--- src/rtl/run_ctrl.sv ---
// ---------------------------------------------------------------------------
// run_ctrl
//   Responder side of the req/done start handshake. A falling edge on req
//   starts a run: one INIT cycle clears the PC, RUN enables execution until
//   the decoder reports a halt, DRAIN lets the pipeline empty for PIPE_DEPTH
//   cycles, and DONE holds done high until the next start. The number of
//   RUN cycles is reported on cycle_cnt.
//
//   Optional feature macro: RUN_CTRL_WATCHDOG_EN
//     When defined, a run that reaches WDOG_LIMIT RUN cycles without a halt
//     is forced into DONE with timeout=1. When undefined, timeout is tied 0
//     and no watchdog logic exists.
//
// Parameters
//   PIPE_DEPTH  drain cycles between halt and done (0..15)
//   CNT_W       width of the run-cycle counter
//   WDOG_LIMIT  RUN-cycle limit before a forced abort (watchdog build only)
//
// Ports
//   clk        in   system clock, all state updates on posedge
//   reset      in   synchronous, active-high reset
//   req        in   start request, start taken on its falling edge
//   halt_i     in   decoded halt of the instruction in execute
//   pc_rst     out  one-cycle PC clear to the fetch unit
//   run_en     out  PC advance and register-file/memory write enable
//   busy       out  high in INIT, RUN and DRAIN
//   done       out  run complete, held until the next start
//   cycle_cnt  out  RUN cycles in the current or last run (saturating)
//   timeout    out  last run was ended by the watchdog
// ---------------------------------------------------------------------------
module run_ctrl #(
    parameter int PIPE_DEPTH = 1,
    parameter int CNT_W      = 16,
    parameter int WDOG_LIMIT = 4096
) (
    input  logic             clk,
    input  logic             reset,
    input  logic             req,
    input  logic             halt_i,
    output logic             pc_rst,
    output logic             run_en,
    output logic             busy,
    output logic             done,
    output logic [CNT_W-1:0] cycle_cnt,
    output logic             timeout
);

    // Elaboration-time parameter sanity checks.
    if (PIPE_DEPTH < 0 || PIPE_DEPTH > 15) begin : g_bad_pipe_depth
        $error("run_ctrl: PIPE_DEPTH must be in 0..15");
    end
    if (CNT_W < 1 || CNT_W > 63) begin : g_bad_cnt_w
        $error("run_ctrl: CNT_W must be in 1..63");
    end
    if (WDOG_LIMIT < 1) begin : g_bad_wdog_limit
        $error("run_ctrl: WDOG_LIMIT must be positive");
    end

    typedef enum logic [2:0] {
        IDLE,
        INIT,
        RUN,
        DRAIN,
        DONE
    } state_t;

    localparam logic [3:0] DRAIN_LOAD = 4'(PIPE_DEPTH);

    state_t           state_q;
    state_t           state_d;
    logic             req_q;
    logic             start;
    logic [3:0]       drain_q;
    logic [CNT_W-1:0] cycle_cnt_q;
    logic             wdog_hit;

    // NOTE: req_q has no reset on purpose. The parent ties reset and req
    // together, so the falling edge of req coincides with reset dropping;
    // clearing req_q under reset would lose that edge and the run would
    // never start.
    always_ff @(posedge clk) begin
        req_q <= req;
    end

    assign start = req_q && !req && !reset;

`ifdef RUN_CTRL_WATCHDOG_EN
    localparam longint unsigned CNT_MAX   = (64'd1 << CNT_W) - 64'd1;
    // A limit the counter can never reach must not alias onto a small value.
    localparam bit              WDOG_FITS = (64'(WDOG_LIMIT) <= CNT_MAX);
    localparam logic [CNT_W-1:0] WDOG_CNT = CNT_W'(WDOG_LIMIT);

    logic timeout_q;

    // A halt on the limit cycle wins over the abort.
    assign wdog_hit = WDOG_FITS && (state_q == RUN) &&
                      (cycle_cnt_q == WDOG_CNT) && !halt_i;
    assign timeout  = timeout_q;
`else
    assign wdog_hit = 1'b0;
    assign timeout  = 1'b0;
`endif

    // -----------------------------------------------------------------
    // State register
    // -----------------------------------------------------------------
    // NOTE: sequential state uses non-blocking assignments so every
    // register samples the pre-edge values of the others.
    always_ff @(posedge clk) begin
        if (reset) begin
            state_q <= IDLE;
        end else begin
            state_q <= state_d;
        end
    end

    // -----------------------------------------------------------------
    // Next-state logic
    // -----------------------------------------------------------------
    // NOTE: state_d gets a default before the case so no path leaves it
    // unassigned, which would otherwise infer a latch.
    always_comb begin
        state_d = state_q;
        unique case (state_q)
            IDLE: begin
                if (start) state_d = INIT;
            end
            INIT: begin
                state_d = RUN;
            end
            RUN: begin
                if (halt_i) begin
                    state_d = (PIPE_DEPTH == 0) ? DONE : DRAIN;
                end else if (wdog_hit) begin
                    state_d = DONE;
                end
            end
            DRAIN: begin
                if (drain_q == 4'd1) state_d = DONE;
            end
            DONE: begin
                if (start) state_d = INIT;
            end
            default: state_d = IDLE;
        endcase
    end

    // -----------------------------------------------------------------
    // Outputs: pure decodes of the registered state
    // -----------------------------------------------------------------
    always_comb begin
        pc_rst = 1'b0;
        run_en = 1'b0;
        busy   = 1'b0;
        done   = 1'b0;
        unique case (state_q)
            IDLE:  ;
            INIT:  begin pc_rst = 1'b1; busy = 1'b1; end
            RUN:   begin run_en = 1'b1; busy = 1'b1; end
            DRAIN: busy = 1'b1;
            DONE:  done = 1'b1;
            default: ;
        endcase
    end

    assign cycle_cnt = cycle_cnt_q;

    // -----------------------------------------------------------------
    // Run-cycle counter, drain counter and watchdog flag
    // -----------------------------------------------------------------
    always_ff @(posedge clk) begin
        if (reset) begin
            cycle_cnt_q <= '0;
            drain_q     <= '0;
`ifdef RUN_CTRL_WATCHDOG_EN
            timeout_q   <= 1'b0;
`endif
        end else begin
            unique case (state_q)
                IDLE, DONE: begin
                    // Clear on the start edge so INIT and the first RUN
                    // cycle already read zero.
                    if (start) begin
                        cycle_cnt_q <= '0;
`ifdef RUN_CTRL_WATCHDOG_EN
                        timeout_q   <= 1'b0;
`endif
                    end
                end
                INIT: begin
                    cycle_cnt_q <= '0;
                end
                RUN: begin
                    // The aborting cycle is not counted, so a watchdog
                    // stop reports exactly WDOG_LIMIT.
                    if (!wdog_hit && cycle_cnt_q != '1) begin
                        cycle_cnt_q <= cycle_cnt_q + 1'b1;
                    end
                    if (halt_i) begin
                        drain_q <= DRAIN_LOAD;
                    end
`ifdef RUN_CTRL_WATCHDOG_EN
                    if (wdog_hit) begin
                        timeout_q <= 1'b1;
                    end
`endif
                end
                DRAIN: begin
                    drain_q <= drain_q - 1'b1;
                end
                default: ;
            endcase
        end
    end

endmodule

--- config.mk ---
export PLATFORM = sky130hd
export DESIGN_NAME = run_ctrl
export DESIGN_NICKNAME = d
export VERILOG_FILES = /design/src/rtl/run_ctrl.sv
export SDC_FILE = /design/constraint.sdc
export NUM_CORES = 1
export LEC_CHECK = 0
export ABC_AREA = 1
export ABC_CLOCK_PERIOD_IN_PS = 1300
export CAP_MARGIN = 20
export CELL_PAD_IN_SITES_DETAIL_PLACEMENT = 0
export CELL_PAD_IN_SITES_GLOBAL_PLACEMENT = 1
export CORE_ASPECT_RATIO = 2
export CORE_MARGIN = 2
export CORE_UTILIZATION = 30
export CTS_CLUSTER_DIAMETER = 60
export DETAILED_ROUTE_END_ITERATION = 8
export HOLD_SLACK_MARGIN = 0.15
export PLACE_DENSITY_LB_ADDON = 0.08
export SETUP_SLACK_MARGIN = 0.5
export SYNTH_ARGS = -nofsm -noshare
export SYNTH_HDL_FRONTEND = slang
export SYNTH_SLANG_ARGS = --single-unit
--- constraint.sdc ---
create_clock -name clk -period 1.3 [get_ports clk]
set_input_delay 0.26 -clock clk [delete_from_list [all_inputs] [get_ports clk]]
set_output_delay 0.26 -clock clk [all_outputs]
set_load 0.005 [all_outputs]
Word-level counts from Yosys, hierarchy flattened

Cells that the tools add are included.

Bits in registers: 24
Input port bits: 4
Output and inout port bits: 21
Word-level logic and storage cells: 41

$add $sub $neg: 2
Eq/ne operators: 10
Muxes and demuxes: 13
Reductions and logical operators: 12

Operator list:

| kind                                                                    | count |
|---|---|
| 16-bit case mux with 3 select lines                                     | 1 |
| 16-bit two-way mux                                                      | 2 |
| 16-bit by 1-bit adder with 16-bit output, second input constant         | 1 |
| 16-bit inequality test, second input constant                           | 1 |
| 3-bit case mux with 4 select lines                                      | 1 |
| 3-bit two-way mux                                                       | 3 |
| 4-bit case mux with 2 select lines                                      | 1 |
| 3-bit by 2-bit == test with 1-bit output, second input constant         | 2 |
| 2-bit inequality test, second input constant                            | 3 |
| 3-bit AND reduction                                                     | 2 |
| 4-bit by 1-bit == test with 1-bit output, second input constant         | 1 |
| 1-bit two-way mux                                                       | 4 |
| 4-bit two-way mux                                                       | 1 |
| 4-bit by 1-bit subtractor with 4-bit output, second input constant      | 1 |
| 3-bit by 1-bit == test with 1-bit output, second input constant         | 1 |
| 3-bit == test, second input constant                                    | 1 |
| 3-bit logical NOT                                                       | 1 |
| 3-bit nonzero test                                                      | 1 |
| 3-bit OR reduction                                                      | 1 |
| 1-bit logical AND                                                       | 2 |
| 1-bit logical NOT                                                       | 2 |
| 2-bit by 1-bit inequality test with 1-bit output, second input constant | 1 |
| 2-bit AND reduction                                                     | 1 |
| 2-bit nonzero test                                                      | 1 |
| 2-bit OR reduction                                                      | 1 |

Longest topological paths before layout

Depth in word-level cells: 5
Depth in mapped cells: 10
Mapped depth without buffers: 10

Worst setup path after synthesis

OpenSTA, ideal clock, no wires.

Kind: reg-to-reg
From: register cycle_cnt_q[0] (netlist: cycle_cnt[0])
To: register cycle_cnt_q[9] (netlist: cycle_cnt[9])
Library setup time: 0.113 ns
Arrival: 1.336 ns
Data required time: 1.187 ns
Path slack: -0.149 ns
Stages on the path, launching flop included: 11
Buffers on the path: 0
Clock period less this slack: 1.449 ns
Cells stage by stage: dfxtp_1 -> ha_1 -> nand2_1 -> nor2_1 -> nand2_1 -> nor2_1 -> nand3_2 -> nand2_4 -> nand2_1 -> nand2_1 -> nor2_1

Word-level cells in the longest chain between the ends: 3
Elaborated cells between the ends (all ways): 6
Classes of those cells: add/sub (1); eq/ne (2); mux (2); reduce/logical (1)

Ends and longest elaborated chain:

| item                                                                               | line     | RTL |
|---|---|---|
| start: declaration                                                                 | 74       | `logic [CNT_W-1:0] cycle_cnt_q;` |
| start signal: assignment                                                           | 197      | `cycle_cnt_q <= cycle_cnt_q + 1'b1;` |
| 16-bit by 1-bit adder with 16-bit output or 16-bit inequality test (tied branches) | 197, 196 |  |
| 16-bit two-way mux or 2-bit inequality test (tied branches)                        | --       |  |
| 16-bit case mux with 3 select lines or 3-bit AND reduction (tied branches)         | --       |  |

Several ways; a longest one is shown, not always the timed one. The select of a mux whose other input is x is not followed.
A chain may end at the register's enable or synchronous reset.

Worst setup path in the final report

From: register state_q[0]
To: register cycle_cnt_q[7] (netlist: cycle_cnt[7])

Word-level cells in the longest chain between the ends: 4
Elaborated cells between the ends (all ways): 10
Classes of those cells: eq/ne (5); mux (1); reduce/logical (4)

Ends and longest elaborated chain:

| item                                                                                             | line | RTL |
|---|---|---|
| start: declaration                                                                               | 69   | `state_t state_q;` |
| start signal: assignment                                                                         | 113  | `state_q <= state_d;` |
| 3-bit == test or 3-bit logical NOT (tied branches)                                               | 179  | `unique case (state_q)` |
| 2-bit OR reduction (no line)                                                                     | --   |  |
| 2-bit by 1-bit inequality test with 1-bit output (no line) or 3-bit nonzero test (tied branches) | --   |  |
| 3-bit AND reduction (no line)                                                                    | --   |  |

Several ways; a longest one is shown, not always the timed one.

==> flow_summary.toml <==
[placed_design]
placed_area_sq_mm = 0.00225
gp_congestion = 0.839
port_buffers = 23
dp_hpwl_um = 3820

[routing]
wl_per_cell_um = 13.3
vias = 1878
drc = 0
drtPass1Iterations = 4
drt_iter0_drc = 20
ant_nets = 0
wl_um = 5280
via_per_inst = 4.72

[grt]
grt_overflow = 0
grt_pass1_vias = 1890
grt_pass1_wl_um = 8540
grt_use_total = 0.205
antenna_found_initial = 0
grt_max_degree = 15

[cts]
clock_latency_ns = 0.28
cts_tree = "built"
cts_root_buffer = "clkbuf_8"
clk_pin_slew_ns = 0.10
numCtsBuffers = 3
htreeDepth = 1
cts_max_path_buffers = 2
cts.sink_count = 24
cts_hold_buf = 0

[cells_and_area]
area_growth_syn_to_layout_pct = 81.3
final_net_count = 349
drive_gt1_frac = 0.522
diodes = 0
design_area_sq_mm = 0.00277
nFillCells = 503

[sta]
setup_violations = 20
fin_skew_ns = 0.00614
drv_slew = 0
period_share = 1.12
rsz0062_at_grt = "yes"
final_hold_viol_count = 0
fmax_ghz = 0.687
fin_ws_ns = -0.155
min_period_ns = 1.46
timing.hold.ws_ns = 0.434

[floorplanning]
dieArea_sq_mm = 0.00572
ios = 25
coreArea_sq_mm = 0.00491
die_h_um = 105
die_w_um = 54.5
num_rows = 36
start_util = 0.311

[worst_setup_path]
crit_top_cell = "buf_4"
rrSetupSlack_ns = -0.16
cp.arrival_ns = 1.64
crit_slowest_cell = "dfxtp_4"
critPathMaxStageDelay_ns = 0.40
crit_chain = "inv_4 -> nor3_4 -> buf_4 -> nor2_2 -> nor2_8 -> buf_4 -> nand3_2 -> nand2_1 -> nor2_1"
cp.required_ns = 1.49
critPathCaptureType = "register"
path_delay_family = "simple AND/OR/NAND/NOR gates"
path_max_fanout = 8
cp_num_buf_inv = 3
start_kind = "register"
path_class = "reg -> reg"

[outcome]
failed_checks = "setup timing"
status = "finished, violations left"

[worst_hold_path]
hp-class = "in -> reg"

[pwr]
p_int_mw = 2.66
swShare = 0.407
ir_drop_mv = 1.58
clockPowerShare = 0.139
p_leak_nw = 1.21
seq_power_share = 0.240
switchingPower_mw = 1.83
pwr-share-comb = 0.620
power_density_mw_per_mm2 = 1620

[logic_synthesis]
ys_ff_latch = 24
syn_inst = 242
ys_types = 31
syn-num-nets = 249
avgSynthCellArea_sq_um = 6.32
seq_area_frac_synth = 0.314
synth_area_sq_mm = 0.00153
yosys_warnings = 0

[job]
cap_violations = 0
## routing by layer
layer,global-route usage,up-vias,routed length [um]
li1,-,972,-
met4,0.0929,0,254
met5,0,-,0
met3,0.0186,15,99
met2,0.392,31,2980
met1,0.201,860,1940
## path summary, 6_finish.rpt
kind,startpoint,end,cells after the start
hold reg to reg,drain_q[3]$_SDFFE_PP0P_,drain_q[3]$_SDFFE_PP0P_,2
hold / removal,req,req_q$_DFF_P_,1
setup reg to reg,state_q[0]$_SDFFE_PP0P_,cycle_cnt[7]$_SDFFE_PP0P_,9
setup / recovery,state_q[0]$_SDFFE_PP0P_,cycle_cnt[7]$_SDFFE_PP0P_,9
## metrics by stage
| step | total power, mW | utilization | setup TNS, ns | worst slack (ns) | std cells |
|---|---|---|---|---|---|
| after global routing | 4.83 | 0.564 | -3.66 | -0.253 | 398 |
| final | 4.48 | 0.564 | -1.83 | -0.155 | 398 |
| after detailed placement | 3.22 | 0.457 | -6.58 | -0.381 | 365 |
| after floorplan | 2.31 | - | -0.478 | -0.0687 | 242 |
| after CTS | 4.36 | 0.543 | -2.50 | -0.184 | 392 |
| after global placement | 3.23 | 0.457 | -6.36 | -0.387 | 365 |
## power groups by stage
stage               logic [mW]  clock network, mW  registers, mW
global route              3.06              0.676           1.10
detailed placement        2.08                  0           1.14
CTS                       2.64              0.648           1.07
global placement          2.09                  0           1.14
floorplan                 1.17                  0           1.15
finish                    2.78              0.625           1.08
## what timing repair did
action / 4_1_cts / 5_1_grt
setup buffers: 22 / 6
pin swaps: 15 / 11
gates cloned: 1 / 0
gates resized for setup: 151 / 25
endpoints found under the setup margin: 43 / 43
## cell type report
class	count	area (sq um)	area share
Inverter	33	131	0.0474
Multi-Input combinational cell	182	1100	0.395
Timing Repair Buffer	98	878	0.317
Clock buffer	4	66.3	0.0239
Tap cell	57	71.3	0.0257
Sequential cell	24	528	0.191
## synth_stat cells
library cell	count	share of area
nand2_1	68	0.17
nor2_4	3	0.022
buf_2	1	0.0033
clkbuf_1	1	0.0025
o31ai_1	1	0.0049
or2_2	3	0.012
nor2_1	34	0.083
o21ai_0	9	0.029
o21bai_1	2	0.0098
a21oi_1	15	0.049
conb_1	1	0.0025
nand2_2	2	0.0082
nand2_4	1	0.0074
o21ai_1	1	0.0033
nor3_1	1	0.0033
nor3_4	1	0.011
buf_6	1	0.0074
nand4_1	6	0.025
buf_4	1	0.0049
nor2_2	3	0.012
nand3b_1	2	0.0098
inv_2	1	0.0025
inv_1	31	0.076
nand3_1	20	0.065
o211ai_1	1	0.0049
nand3_2	2	0.013
o22ai_1	1	0.0041
inv_4	1	0.0041
nor2_8	1	0.013
ha_1	3	0.025
dfxtp_1	24	0.31
## cell families after synthesis
logic type	count (synthesis)	share of synthesized area
and+or+nand+nor	147	0.453
buffers and inverters	37	0.101
AOI/OAI and AO/OA	30	0.106
DFF	24	0.314
adders and majority gates	3	0.0246
other	1	0.00245
## flip-flops by register name, summed over array words and instances (netlist names)
register,cells
cycle_cnt,16
state_q,3
drain_q,4
req_q,1
## cells in the final DEF, fill, tap and decap left out, types with 2 or more instances in the layout
master and n:
nand2_1 61, buf_4 49, buf_6 40, inv_1 25, nor2_1 23, nand3_1 14
dfxtp_2 11, nor2_4 9, a21oi_1 9, dfxtp_4 9, nor2_2 8, nand2_2 7
o21ai_1 7, nand3_2 6, nand4_1 6, a21oi_2 6, inv_2 5, buf_2 5
nand2_4 4, dfxtp_1 4, inv_4 3, clkbuf_8 3, clkdlybuf4s50_1 3, nand3b_1 2
nand3_4 2, o21ai_0 2, o21bai_1 2, or2_2 2, ha_1 2
Power figures use the tool's default switching activity.
